<file path="src/rtl/uart_rx_param_if.sv">
// Receiver-side signal bundle: oversample strobe, serial line, read ack and the received word
// with its status flags.
interface uart_rx_param_if #(
    parameter int unsigned DATA_BITS = 8
) ();
    logic                 i_tick;
    logic                 i_rx;
    logic                 i_rd;
    logic [DATA_BITS-1:0] o_data;
    logic                 o_valid;
    logic                 o_parity_err;
    logic                 o_frame_err;
    logic                 o_overrun;
    logic                 o_break;

    modport master (
        output i_tick, i_rx, i_rd,
        input  o_data, o_valid, o_parity_err, o_frame_err, o_overrun, o_break
    );

    modport slave (
        input  i_tick, i_rx, i_rd,
        output o_data, o_valid, o_parity_err, o_frame_err, o_overrun, o_break
    );
endinterface

</file>
<file path="src/rtl/uart_rx_param.sv">
// Oversampling UART receiver: configurable data bits, parity and stop bits, 3-sample majority
// vote per bit, break detection and sticky overrun.
module uart_rx_param #(
    parameter int unsigned DATA_BITS   = 8,
    parameter int unsigned OVERSAMPLE  = 16,
    parameter int unsigned PARITY_MODE = 0,
    parameter int unsigned STOP_BITS   = 1
) (
    input  logic           i_clk,
    input  logic           i_rst,
    uart_rx_param_if.slave bus
);

    localparam int unsigned TW = $clog2(OVERSAMPLE);
    localparam logic [TW-1:0] HalfLast = TW'(OVERSAMPLE / 2 - 1);
    localparam logic [TW-1:0] BitLast  = TW'(OVERSAMPLE - 1);
    localparam logic [TW-1:0] Samp1    = TW'(OVERSAMPLE - 3);
    localparam logic [TW-1:0] Samp2    = TW'(OVERSAMPLE - 2);
    localparam logic [3:0]    DataLast = 4'(DATA_BITS - 1);
    localparam logic [3:0]    StopLast = 4'(STOP_BITS - 1);

    typedef enum logic [2:0] {
        StIdle, StStart, StData, StParity, StStop, StWaitHigh
    } state_e;

    state_e               state_q, state_d;
    logic                 meta_q, rx_q;
    logic [TW-1:0]        tick_q, tick_d;
    logic [3:0]           bit_q, bit_d;
    logic                 s1_q, s1_d, s2_q, s2_d;
    logic [DATA_BITS-1:0] shift_q, shift_d;
    logic                 par_q, par_d;
    logic                 stop0_q, stop0_d;
    logic                 ferr_acc_q, ferr_acc_d;

    logic [DATA_BITS-1:0] data_q;
    logic                 valid_q, perr_q, ferr_q, ovr_q, brk_q;

    logic tick, in_bit, bit_end, complete, maj;
    logic frame_err_now, first_stop_zero, par_xor, perr_calc, brk_calc;

    assign tick = bus.i_tick;
    // Third vote is the live synchronized sample taken on the final tick of the bit.
    assign maj  = (s1_q & s2_q) | (s1_q & rx_q) | (s2_q & rx_q);

    assign frame_err_now   = ferr_acc_q | ~maj;
    assign first_stop_zero = (bit_q == 4'd0) ? ~maj : stop0_q;
    assign par_xor         = (^shift_q) ^ par_q;
    assign perr_calc       = (PARITY_MODE == 1) ? par_xor  :
                             (PARITY_MODE == 2) ? ~par_xor : 1'b0;
    assign brk_calc        = ~(|shift_q) && ((PARITY_MODE == 0) || !par_q) && first_stop_zero;

    always_ff @(posedge i_clk or negedge i_rst) begin
        if (!i_rst) begin
            meta_q <= 1'b1;
            rx_q   <= 1'b1;
        end else begin
            meta_q <= bus.i_rx;
            rx_q   <= meta_q;
        end
    end

    always_ff @(posedge i_clk or negedge i_rst) begin
        if (!i_rst) begin
            state_q <= StIdle;
        end else begin
            state_q <= state_d;
        end
    end

    always_comb begin
        state_d = state_q;
        if (tick) begin
            case (state_q)
                StIdle:     if (!rx_q) state_d = StStart;
                StStart:    if (tick_q == HalfLast) state_d = rx_q ? StIdle : StData;
                StData: begin
                    if (bit_end && bit_q == DataLast) begin
                        state_d = (PARITY_MODE != 0) ? StParity : StStop;
                    end
                end
                StParity:   if (bit_end) state_d = StStop;
                StStop: begin
                    if (complete) state_d = frame_err_now ? StWaitHigh : StIdle;
                end
                StWaitHigh: if (rx_q) state_d = StIdle;
                default:    state_d = StIdle;
            endcase
        end
    end

    always_comb begin
        in_bit   = (state_q == StData) || (state_q == StParity) || (state_q == StStop);
        bit_end  = tick && in_bit && (tick_q == BitLast);
        complete = bit_end && (state_q == StStop) && (bit_q == StopLast);
    end

    always_comb begin
        tick_d     = tick_q;
        bit_d      = bit_q;
        s1_d       = s1_q;
        s2_d       = s2_q;
        shift_d    = shift_q;
        par_d      = par_q;
        stop0_d    = stop0_q;
        ferr_acc_d = ferr_acc_q;
        if (tick) begin
            case (state_q)
                StIdle: begin
                    tick_d     = '0;
                    bit_d      = '0;
                    ferr_acc_d = 1'b0;
                end
                StStart: tick_d = (tick_q == HalfLast) ? '0 : tick_q + 1'b1;
                StData, StParity, StStop: begin
                    tick_d = bit_end ? '0 : tick_q + 1'b1;
                    if (tick_q == Samp1) s1_d = rx_q;
                    if (tick_q == Samp2) s2_d = rx_q;
                    if (bit_end) begin
                        if (state_q == StData) begin
                            shift_d = {maj, shift_q[DATA_BITS-1:1]};
                            bit_d   = (bit_q == DataLast) ? 4'd0 : bit_q + 4'd1;
                        end else if (state_q == StParity) begin
                            par_d = maj;
                        end else begin
                            if (bit_q == 4'd0) stop0_d = ~maj;
                            ferr_acc_d = frame_err_now;
                            bit_d      = bit_q + 4'd1;
                        end
                    end
                end
                default: ;
            endcase
        end
    end

    always_ff @(posedge i_clk or negedge i_rst) begin
        if (!i_rst) begin
            tick_q     <= '0;
            bit_q      <= '0;
            s1_q       <= 1'b1;
            s2_q       <= 1'b1;
            shift_q    <= '0;
            par_q      <= 1'b0;
            stop0_q    <= 1'b0;
            ferr_acc_q <= 1'b0;
        end else begin
            tick_q     <= tick_d;
            bit_q      <= bit_d;
            s1_q       <= s1_d;
            s2_q       <= s2_d;
            shift_q    <= shift_d;
            par_q      <= par_d;
            stop0_q    <= stop0_d;
            ferr_acc_q <= ferr_acc_d;
        end
    end

    // A read landing on the completion cycle consumes the old word, so no overrun.
    always_ff @(posedge i_clk or negedge i_rst) begin
        if (!i_rst) begin
            data_q  <= '0;
            valid_q <= 1'b0;
            perr_q  <= 1'b0;
            ferr_q  <= 1'b0;
            ovr_q   <= 1'b0;
            brk_q   <= 1'b0;
        end else if (complete) begin
            data_q  <= shift_q;
            valid_q <= 1'b1;
            perr_q  <= perr_calc;
            ferr_q  <= frame_err_now;
            brk_q   <= brk_calc;
            if (bus.i_rd) begin
                ovr_q <= 1'b0;
            end else if (valid_q) begin
                ovr_q <= 1'b1;
            end
        end else if (bus.i_rd) begin
            valid_q <= 1'b0;
            ovr_q   <= 1'b0;
        end
    end

    assign bus.o_data       = data_q;
    assign bus.o_valid      = valid_q;
    assign bus.o_parity_err = perr_q;
    assign bus.o_frame_err  = ferr_q;
    assign bus.o_overrun    = ovr_q;
    assign bus.o_break      = brk_q;

endmodule

</file>
<file path="src/flat_wrapper.sv">
// flat-port wrapper written by rule: the top's interface ports become plain ports
module uart_rx_param_flat 
#(
    parameter int unsigned DATA_BITS   = 8,
    parameter int unsigned OVERSAMPLE  = 16,
    parameter int unsigned PARITY_MODE = 0,
    parameter int unsigned STOP_BITS   = 1
)
  (i_clk, i_rst, bus_i_tick, bus_i_rx, bus_i_rd, bus_o_data, bus_o_valid, bus_o_parity_err, bus_o_frame_err, bus_o_overrun, bus_o_break);
  uart_rx_param_if #(.DATA_BITS(DATA_BITS)) bus_i ();
  input  logic i_clk;
  input  logic i_rst;
  input wire logic [$bits(bus_i.i_tick)-1:0] bus_i_tick;
  input wire logic [$bits(bus_i.i_rx)-1:0] bus_i_rx;
  input wire logic [$bits(bus_i.i_rd)-1:0] bus_i_rd;
  output wire logic [$bits(bus_i.o_data)-1:0] bus_o_data;
  output wire logic [$bits(bus_i.o_valid)-1:0] bus_o_valid;
  output wire logic [$bits(bus_i.o_parity_err)-1:0] bus_o_parity_err;
  output wire logic [$bits(bus_i.o_frame_err)-1:0] bus_o_frame_err;
  output wire logic [$bits(bus_i.o_overrun)-1:0] bus_o_overrun;
  output wire logic [$bits(bus_i.o_break)-1:0] bus_o_break;
  assign bus_i.i_tick = bus_i_tick;
  assign bus_i.i_rx = bus_i_rx;
  assign bus_i.i_rd = bus_i_rd;
  assign bus_o_data = bus_i.o_data;
  assign bus_o_valid = bus_i.o_valid;
  assign bus_o_parity_err = bus_i.o_parity_err;
  assign bus_o_frame_err = bus_i.o_frame_err;
  assign bus_o_overrun = bus_i.o_overrun;
  assign bus_o_break = bus_i.o_break;
  uart_rx_param #(.DATA_BITS(DATA_BITS), .OVERSAMPLE(OVERSAMPLE), .PARITY_MODE(PARITY_MODE), .STOP_BITS(STOP_BITS)) u_core (.i_clk(i_clk), .i_rst(i_rst), .bus(bus_i));
endmodule
</file>
<file path="config.mk">
export PLATFORM = sky130hd
export DESIGN_NAME = uart_rx_param_flat
export DESIGN_NICKNAME = d
export VERILOG_FILES = /design/src/rtl/uart_rx_param_if.sv /design/src/rtl/uart_rx_param.sv /design/src/flat_wrapper.sv
export SDC_FILE = /design/constraint.sdc
export NUM_CORES = 1
export LEC_CHECK = 0
export ABC_CLOCK_PERIOD_IN_PS = 3700
export BUFFER_PORTS_ARGS = -buffer_cell sky130_fd_sc_hd__buf_2
export CORE_ASPECT_RATIO = 1.1
export CORE_MARGIN = 4
export CORE_UTILIZATION = 35
export CTS_BUF_LIST = sky130_fd_sc_hd__clkbuf_16
export CTS_CLUSTER_DIAMETER = 40
export DETAILED_ROUTE_END_ITERATION = 12
export HOLD_SLACK_MARGIN = 0.1
export PLACE_DENSITY_LB_ADDON = 0.3
export SETUP_SLACK_MARGIN = 0.3
export SLEW_MARGIN = 10
export SYNTH_ARGS = -nofsm -noshare
export SYNTH_HDL_FRONTEND = slang
export SYNTH_SLANG_ARGS = --single-unit
export TNS_END_PERCENT = 50
</file>
<file path="constraint.sdc">
create_clock -name i_clk -period 3.7 [get_ports i_clk]
set_input_delay 0.74 -clock i_clk [delete_from_list [all_inputs] [get_ports i_clk]]
set_output_delay 0.74 -clock i_clk [all_outputs]
set_load 0.005 [all_outputs]
</file>
==> impl_metrics.py <==
metrics = {
    "cells_and_area": {
        "nets": 189,
        "syn2layout_area_growth_pct": 13.33,
        "drive_above_1_share_pct": 26.11,
        "fillers": 500,
        "fin_cells": 238,
        "multi_input_area_um2": 877.1,
        "seq_area_um2": 905.9,
        "diodes": 0,
        "design_area_um2": 2106,
    },
    "yosys": {
        "syn-cell-area_um2": 1858,
        "yosysUniqueCellTypes": 49,
        "synth_simple_gate_area_share_pct": 16.90,
        "synth-edff-count": 0,
        "syn_inst": 163,
        "synth-xor-area-share_pct": 0,
        "synth_warnings": 0,
        "synth_compound_area_share_pct": 12.26,
        "synth_common_cells": "dfrtp_1 (32), nand2_1 (11), mux2_1 (9), mux2_2 (9), inv_1 (7)",
        "synthArstFlopShare_pct": 100.0,
        "ys.flop_type": "dfrtp_1",
        "syn_nets": 173,
        "synth_top_cell_by_area": "dfrtp_1",
        "synth_most_common_cell": "dfrtp_1",
        "synth_top_area_share_pct": 43.10,
        "seq_area_frac_synth_pct": 48.75,
        "synthAdderAreaFrac_pct": 4.512,
        "ys_ff_latch": 36,
        "synth.avg_cell_area_um2": 11.40,
        "synth_area_leaders": "dfrtp_1 (43%), dfstp_2 (5.7%), mux2_1 (5.5%), mux2_2 (5.5%), ha_1 (3.4%)",
        "synth_mux_area_share_pct": 13.33,
        "synth_top_family_by_area": "simple AND/OR/NAND/NOR gates",
    },
    "sta": {
        "drv_slew": 0,
        "fmax_ghz": 0.5206,
        "finClkSkew_ps": 5.342,
        "setup_tns_ps": 0,
        "rsz0062_at_grt": "no",
        "setup_viol": 0,
        "slew_headroom_pct": 46.98,
        "final_hold_viol_count": 0,
        "layout_min_cycle_time_ps": 1921,
        "tightest_slew_ps": 795.3,
        "whs_ps": 354.5,
        "period_share_pct": 51.91,
    },
    "floorplanning": {
        "pin_count": 18,
        "coreArea_um2": 5067,
        "num_rows": 27,
        "die_h_um": 84.42,
        "die_area_um2": 6540,
        "die_x_um": 77.47,
        "start_util_pct": 36.67,
    },
    "clock_network": {
        "cts_hold_buffers": 0,
        "cts.clk_slew.worst_paths_ps": 60,
        "clock_sinks": 36,
        "clockRootBuffer": "clkbuf_16",
        "cts_setup_buffers": 0,
        "h-tree-depth": 2,
        "cts_buffers": 5,
        "tritoncts": "built",
        "cts_buffer_depth": 2,
        "post_cts_resized": 0,
        "clk_latency_ps": 280,
    },
    "placed_design": {
        "dpl.hpwl_um": 2392,
        "port-buffer-count": 16,
        "place_inst": 230,
        "place_congestion": 0.7851,
        "placed_area_um2": 1962,
    },
    "critical_path": {
        "ff2ff_setup_slack_ps": 1780,
        "critPathKind": "reg2reg",
        "ff2ff_path_depth": 4,
        "reg2reg_from": "u_core.state_q[2]",
        "crit_arrival_ps": 2080,
        "start_kind": "flop",
        "worst_ep_required_time_ps": 3860,
        "r2r_end": "u_core.state_q[1]",
        "cp-end-kind": "flop",
        "crit_path_max_fanout": 17,
    },
    "grt": {
        "grt_pass1_vias": 1346,
        "grtUsageTotal_pct": 12.06,
        "grt_antenna_before_repair": 0,
        "grt_pass1_wl_um": 6410,
        "grt_overflow": 0,
        "grt_max_degree": 37,
    },
    "detailed_routing": {
        "wl_um": 3528,
        "dr_total_vias": 1310,
        "drt_iter0_drc": 28,
        "first_pass_iters": 4,
        "routedWlPerCell_um": 14.82,
        "ant_nets": 0,
        "drc_errors": 0,
        "avgViaCountPerCell": 5.504,
    },
    "min_path": {
        "hp-class": "reg2reg",
        "hold_end": "u_core.rx_q",
        "hold_start": "u_core.meta_q",
        "min_path_cells": 0,
    },
    "pwr": {
        "max-vdd-ir-drop_uv": 345.9,
        "p_per_area_nw_per_um2": 603.1,
        "p_leak_uw": 0.001037,
    },
    "flow_run": {
        "maxCapViolCount": 0,
    },
    "status": {
        "status": "finished clean",
    },
}
[state kept, by name, indices dropped and copies added (netlist names), 3 cells and up]
| signal | count |
|---|---|
| u_core.bit_q | 4 |
| u_core.tick_q | 4 |
| u_core.shift_q | 8 |
| u_core.state_q | 3 |
| u_core.bus.o_data | 8 |
[cells in the final DEF, fill, tap and decap left out, drive strengths merged, types with 2 or more instances in the layout]
master,Yosys,routed
buf,7,16
dfrtp,32,32
dfstp,4,4
a21oi,5,5
a31oi,2,2
nor3b,3,3
clkbuf,0,5
o21ai,10,10
nor3,2,2
a21o,2,2
maj3,2,2
inv,7,7
nand4,5,5
ha,5,5
nand3,5,5
o31ai,3,3
clkinv,0,3
a211oi,3,3
nand3b,2,2
nand2,11,11
nor4,2,2
and2,2,2
nor2,6,6
nor2b,2,2
mux2,21,21
nand2b,4,4
[kinds of logic after synthesis]
family | count (synthesis)
AND/OR/NAND/NOR | 51
flip-flops | 36
AO/OA/AOI/OAI | 33
multiplexers | 21
buffers and inverters | 14
adder cells (fa/ha/maj) | 7
other | 1
[critical path, cell delays in order, from the launching register on]
cell      delay, ps
dfrtp_1         670
nor3b_1         180
a211oi_1        340
nand4_1         240
mux2_1          360
[metal layers]
layer  vias to the layer above  GRT usage, %  part of all wire (%)
met5                         -             0                     0
met4                         0         4.693                   1.2
met3                         4         3.433                   4.0
met2                        28         19.72                    48
met1                       646         15.03                    47
li1                        632             -                     -
[cell type report]
class | instances | area share (%)
Clock buffer | 5 | 5.942
Clock inverter | 3 | 0.8913
Inverter | 7 | 1.248
Multi-Input combinational cell | 113 | 41.65
Sequential cell | 36 | 43.02
Tap cell | 58 | 3.446
Timing Repair Buffer | 16 | 3.803
[worst max path at each step]
stage | from | endpoint | cells past startpoint
final | u_core.state_q[2] | u_core.state_q[1] | 4
after global routing | u_core.bit_q[0] | u_core.bus.o_data[5] | 5
after floorplan | bus_i_tick | u_core.bit_q[0] | 4
after detailed placement | bus_i_tick | u_core.bit_q[0] | 5
after CTS | u_core.bit_q[0] | u_core.bus.o_data[4] | 5
after global placement | bus_i_tick | u_core.bus.o_data[1] | 4
[power breakdown]
group	internal [uW]	switching [uW]	leakage, uW
clock network	248	157	0.0000736
registers	438	105	0.000480
logic	155	168	0.000483
total	840	430	0.00104
[stage by stage]
| stage | worst slack, ps | utilization [%] | power (uW) |
|---|---|---|---|
| 6_report | 1779 | 41.56 | 1270 |
| 5_1_grt | 1673 | 41.56 | 1364 |
| 4_1_cts | 1796 | 41.56 | 1285 |
| 3_5_place_dp | 1645 | 38.72 | 868.3 |
| 3_3_place_gp | 1693 | 38.72 | 867.6 |
| 2_1_floorplan | 1909 | - | 804.1 |
No activity file was read; power rests on OpenSTA's default activity.
